$ cat src/rtl/centroid_unpack_reader.sv
// Fetches centroid_num packed centroid words from memory, splits each into 7 extended
// coordinates and streams them out over valid/ready. Optional CENTROID_UNPACK_PARITY_EN adds parity check.
module centroid_unpack_reader #(
  parameter int unsigned tc_mode          = 1,
  parameter int unsigned addrWidth        = 8,
  parameter int unsigned dataWidth        = 91,
  parameter int unsigned centroid_num     = 8,
  parameter int unsigned accum_cord_width = 22,
  parameter int unsigned cordinate_width  = 13,
  parameter int unsigned idx_width        = $clog2(centroid_num)
) (
  input  logic                        clk,
  input  logic                        rst_n,
  input  logic                        start,
  input  logic [addrWidth-1:0]        base_addr,
  output logic                        mem_rd_en,
  output logic [addrWidth-1:0]        mem_addr,
  input  logic [dataWidth-1:0]        mem_rd_data,
`ifdef CENTROID_UNPACK_PARITY_EN
  input  logic                        mem_rd_par,
  output logic                        par_err,
`endif
  output logic                        out_valid,
  input  logic                        out_ready,
  output logic [accum_cord_width-1:0] coord_1,
  output logic [accum_cord_width-1:0] coord_2,
  output logic [accum_cord_width-1:0] coord_3,
  output logic [accum_cord_width-1:0] coord_4,
  output logic [accum_cord_width-1:0] coord_5,
  output logic [accum_cord_width-1:0] coord_6,
  output logic [accum_cord_width-1:0] coord_7,
  output logic [idx_width-1:0]        out_index,
  output logic                        busy,
  output logic                        done
);

  typedef enum logic [2:0] {StIdle, StReq, StWait, StHold, StFin} state_e;

  state_e                                  state_q, state_d;
  logic [addrWidth-1:0]                    addr_q, addr_d;
  logic [idx_width-1:0]                    idx_q, idx_d;
  logic [idx_width-1:0]                    out_index_q, out_index_d;
  logic                                    valid_q, valid_d;
  logic [6:0][accum_cord_width-1:0]        coord_q, coord_d;
`ifdef CENTROID_UNPACK_PARITY_EN
  logic                                    par_err_q, par_err_d;
`endif

  function automatic logic [accum_cord_width-1:0] extend(input logic [cordinate_width-1:0] f);
    if (tc_mode != 0) begin
      return {{(accum_cord_width - cordinate_width){f[cordinate_width-1]}}, f};
    end
    return {{(accum_cord_width - cordinate_width){1'b0}}, f};
  endfunction

  always_comb begin
    state_d     = state_q;
    addr_d      = addr_q;
    idx_d       = idx_q;
    out_index_d = out_index_q;
    valid_d     = valid_q;
    coord_d     = coord_q;
`ifdef CENTROID_UNPACK_PARITY_EN
    par_err_d   = par_err_q;
`endif
    unique case (state_q)
      StIdle: begin
        if (start) begin
          addr_d  = base_addr;
          idx_d   = '0;
          state_d = StReq;
`ifdef CENTROID_UNPACK_PARITY_EN
          par_err_d = 1'b0;
`endif
        end
      end
      StReq: state_d = StWait;
      StWait: begin
        // Read data lands exactly one cycle after the REQ strobe.
        for (int i = 0; i < 7; i++) begin
          coord_d[i] = extend(mem_rd_data[i*cordinate_width +: cordinate_width]);
        end
        out_index_d = idx_q;
        valid_d     = 1'b1;
        state_d     = StHold;
`ifdef CENTROID_UNPACK_PARITY_EN
        if (^{mem_rd_data, mem_rd_par}) par_err_d = 1'b1;
`endif
      end
      StHold: begin
        if (out_ready) begin
          valid_d = 1'b0;
          if (idx_q == idx_width'(centroid_num - 1)) begin
            state_d = StFin;
          end else begin
            idx_d   = idx_q + idx_width'(1);
            addr_d  = addr_q + addrWidth'(1);
            state_d = StReq;
          end
        end
      end
      StFin:   state_d = StIdle;
      default: state_d = StIdle;
    endcase
  end

  always_ff @(posedge clk) begin
    if (!rst_n) begin
      state_q     <= StIdle;
      addr_q      <= '0;
      idx_q       <= '0;
      out_index_q <= '0;
      valid_q     <= 1'b0;
      coord_q     <= '0;
`ifdef CENTROID_UNPACK_PARITY_EN
      par_err_q   <= 1'b0;
`endif
    end else begin
      state_q     <= state_d;
      addr_q      <= addr_d;
      idx_q       <= idx_d;
      out_index_q <= out_index_d;
      valid_q     <= valid_d;
      coord_q     <= coord_d;
`ifdef CENTROID_UNPACK_PARITY_EN
      par_err_q   <= par_err_d;
`endif
    end
  end

  assign mem_rd_en = (state_q == StReq);
  assign mem_addr  = addr_q;
  assign out_valid = valid_q;
  assign out_index = out_index_q;
  assign busy      = (state_q != StIdle);
  assign done      = (state_q == StFin);
  assign coord_1   = coord_q[0];
  assign coord_2   = coord_q[1];
  assign coord_3   = coord_q[2];
  assign coord_4   = coord_q[3];
  assign coord_5   = coord_q[4];
  assign coord_6   = coord_q[5];
  assign coord_7   = coord_q[6];
`ifdef CENTROID_UNPACK_PARITY_EN
  assign par_err   = par_err_q;
`endif

endmodule

$ cat config.mk
export PLATFORM = sky130hd
export DESIGN_NAME = centroid_unpack_reader
export DESIGN_NICKNAME = d
export VERILOG_FILES = /design/src/rtl/centroid_unpack_reader.sv
export SDC_FILE = /design/constraint.sdc
export NUM_CORES = 1
export LEC_CHECK = 0
export CORE_ASPECT_RATIO = 1.1
export CORE_MARGIN = 1
export CORE_UTILIZATION = 34
export DETAILED_ROUTE_END_ITERATION = 10
export GPL_TIMING_DRIVEN = 0
export PLACE_DENSITY_LB_ADDON = 0.12
export REMOVE_ABC_BUFFERS = 1
export SYNTH_ARGS = -nofsm -noshare
export SYNTH_HDL_FRONTEND = slang
export SYNTH_SLANG_ARGS = --single-unit
$ cat constraint.sdc
create_clock -name clk -period 1.72 [get_ports clk]
set_input_delay 0.172 -clock clk [delete_from_list [all_inputs] [get_ports clk]]
set_output_delay 0.172 -clock clk [all_outputs]
set_load 0.05 [all_outputs]
==> impl_metrics.py <==
metrics = {
    "global_routing": {
        "gr-usage-met1_pct": 22.6,
        "antenna_found_initial": 0,
        "grt_max_degree": 85,
        "grt_usage_pct": 19.5,
        "grt.met2_usage_pct": 35.0,
        "grt_pass1_vias": 3901,
        "grt.busiest_layer": "met2",
        "grt-ovfl-total": 0,
        "grt_util_met3_pct": 4.23,
        "grt_pass1_wl_um": 20700,
    },
    "timing": {
        "rsz0062_at_grt": "true",
        "hold_viol": 0,
        "clock_skew_ps": 4.19,
        "tightestPinTransition_ps": 661,
        "setup_viol": 0,
        "whs_ps": 366,
        "fin_tns_setup_ps": 0,
        "fin_crit_sh_pct": 97.5,
        "relSlewSlack_pct": 55.9,
        "max_freq_mhz": 596,
        "fin_crit_ps": 1680,
        "slew_violations": 0,
        "layout_setup_ws_ps": 43.2,
    },
    "yosys": {
        "synthArstFlopShare_pct": 0,
        "synthMuxAreaShare_pct": 0,
        "synth_top_family_by_area": "simple AND/OR/NAND/NOR gates",
        "synth-edff-count": 0,
        "synthDistinctLibCells": 42,
        "synth_compound_area_share_pct": 16.0,
        "yosys.area.top_type": "dfxtp_1",
        "synth-seq-cells": 109,
        "synth_flop_cell": "dfxtp_1",
        "ys_top_cells_by_area": "dfxtp_1, nand2_1, buf_4",
        "synthAdderAreaFrac_pct": 0.822,
        "synth_top_area_share_pct": 47.8,
        "yosys.area_share.simple_pct": 20.8,
        "synthCells": 576,
        "synth_xor_area_share_pct": 0,
        "seq_area_frac_synth_pct": 47.8,
        "ys_warn_count": 0,
        "syn_area_mm2": 0.00457,
        "avgSynthCellArea_um2": 7.93,
    },
    "worst_setup_path": {
        "r2r-start": "idx_q[1]$_SDFFE_PN0P_",
        "worstSetupStartpointType": "register",
        "r2r_cells": 6,
        "critPathRequiredTime_ps": 1960,
        "path_cells": "ha_4 -> ha_4 -> nand4b_1 -> a21oi_4 -> o211ai_1 -> o211a_1",
        "crit_top_cell": "ha_4",
        "arrival_ps": 1920,
        "reg2reg_to": "mem_addr[4]$_SDFFE_PN0P_",
        "cpMaxStageDelayCell": "dfxtp_2",
        "crit_fanout": 7,
        "cp-end-kind": "register",
        "worstSetupPathType": "reg2reg",
        "max_stage_delay_ps": 340,
        "r2r_slack_ps": 40,
    },
    "outcome": {
        "status": "complete, no violations",
    },
    "finish": {
        "fill_cells": 1246,
        "syn_to_final_growth_pct": 59.6,
        "mostFrequentLayoutCells": "nand2_1, clkdlybuf4s50_1, dfxtp_1",
        "final_nets": 873,
        "register_area_mm2": 0.00219,
        "post-route-cell-area_mm2": 0.00729,
        "layout_commonest_cell": "nand2_1",
        "multi_input_area_mm2": 0.00178,
        "post-route-util_pct": 55.4,
        "antenna_cells": 0,
        "drive_above_1_share_pct": 5.70,
    },
    "pwr": {
        "p_int_mw": 4.68,
        "switching_power_mw": 2.39,
        "ir_worst_vdd_mv": 0.461,
        "leakage_nw": 3.28,
        "p_sw_share_pct": 33.9,
        "pwr-share-comb_pct": 29.4,
        "power_density_mw_per_mm2": 969,
        "clock_power_share_pct": 30.8,
        "seqPwrFrac_pct": 39.8,
    },
    "placement": {
        "dpl_worst_slack_ps": -760,
        "placed_cell_area_mm2": 0.00689,
        "hpwlAfterDp_um": 9300,
        "globalplace.congestion": 0.793,
        "port_buffers": 271,
    },
    "floorplanning": {
        "coreArea_mm2": 0.0132,
        "io-pin-count": 272,
        "fp.dieH_um": 124,
        "die_width_um": 113,
        "die_area_mm2": 0.0139,
        "start_util_pct": 34.7,
        "rows": 44,
    },
    "clocking": {
        "clock-sinks": 109,
        "clockBufferDepth": 2,
        "ctsRootBufferMaster": "clkbuf_16",
        "hold_buffers": 0,
        "clk_latency_ps": 340,
        "clk_pin_slew_worst_paths_ps": 70,
        "cts_buffers": 9,
        "cts_tree": "done",
        "h-tree-depth": 3,
    },
    "worst_hold_path": {
        "hold_start": "mem_rd_data[75]",
        "hold_path_end": "coord_6[10]$_SDFFE_PN0P_",
        "worstHoldPathCells": 3,
        "hold_class": "in2reg",
    },
    "routing": {
        "drc": 0,
        "first_pass_iters": 5,
        "drt_iter0_drc": 162,
        "wl_per_cell_um": 15.0,
        "wirelength_um": 14000,
        "postRouteAntennaNets": 0,
        "num_vias": 4344,
        "vias_per_cell": 4.66,
    },
    "flow_run": {
        "maxCapViolations": 0,
    },
}
[metal layers]
layer  share of wire [%]  wire length [um]
met4                 1.7               236
met1                  41              5790
met5                   0                 0
met2                  51              7140
met3                 5.8               810
[synthesized netlist by cell type (2+ instances only)]
cell	count
o211a_1	2
a21oi_1	86
and4_1	2
clkbuf_1	19
and2_1	3
o21ai_0	4
o22ai_1	3
buf_4	65
a32o_1	2
a21boi_0	14
nand3_1	5
dfxtp_1	109
buf_1	3
o31a_1	2
nand2_1	202
nor2_1	10
ha_1	3
buf_2	13
inv_1	2
nor2b_1	2
o211ai_1	2
buf_6	2
nor3b_1	2
[registers in the layout, indices dropped and copies added (netlist names)]
register and cells:
coord_1 13, coord_7 13, coord_4 13, coord_5 13, out_index 3, idx_q 3
out_valid 1, coord_6 13, coord_3 13, coord_2 13, state_q 3, mem_addr 8
[worst max-delay path: cells and delay by family, from the launching register on]
family	cells	cell delay, ps
AO/OA/AOI/OAI	3	600
flip-flops	1	340
AND/OR/NAND/NOR	1	310
adder cells (fa/ha/maj)	2	320
[stage by stage]
step / instances / power [mW]
after floorplan: 474 / 4.10
after global placement: 906 / 4.96
after detailed placement: 908 / 4.99
after CTS: 928 / 7.17
after global routing: 933 / 7.39
final: 933 / 7.07
[area by class of cell]
type / instances / share of cell area [%]
sequential: 109 / 30.0
tap: 161 / 2.76
inverter: 2 / 0.275
multi-input combinational: 365 / 24.5
clock inverter: 4 / 0.995
timing repair buffer: 280 / 38.2
clock buffer: 12 / 3.24
[logic make-up (layout without fill, tap and decap cells)]
family	Yosys count	after routing
simple gates	235	236
compound gates	125	126
flops	109	109
buf+inv	104	298
fa+ha+maj	3	3
[worst max-delay path by stage]
stage,endpoint,startpoint,depth (start not counted),slack (ps)
global placement,mem_addr[3]$_SDFFE_PN0P_,rst_n,3,-2060
finish,mem_addr[4]$_SDFFE_PN0P_,idx_q[1]$_SDFFE_PN0P_,6,40
CTS,coord_4[5],coord_4[5]$_SDFFE_PN0P_,1,0.1
floorplan,coord_1[20]$_SDFFE_PN0P_,coord_1[20]$_SDFFE_PN0P_,2,-2210
detailed placement,mem_addr[3]$_SDFFE_PN0P_,rst_n,3,-760
global route,mem_addr[4]$_SDFFE_PN0P_,idx_q[1]$_SDFFE_PN0P_,6,-8
[power groups by stage]
stage,Sequential (mW),Combinational (mW),Clock [mW]
after CTS,2.81,2.10,2.26
after global routing,2.84,2.19,2.36
final,2.81,2.08,2.18
after floorplan,3.71,0.392,0
after global placement,2.86,2.10,0
after detailed placement,2.87,2.12,0
[what timing repair did]
action | 4_1_cts | 5_1_grt
gates resized for setup | 105 | 26
gates cloned | 3 | 0
pin swaps | 5 | 4
endpoints found under the setup margin | 179 | 65
buffers inserted | 1 | 5
Power figures use the tool's default switching activity.
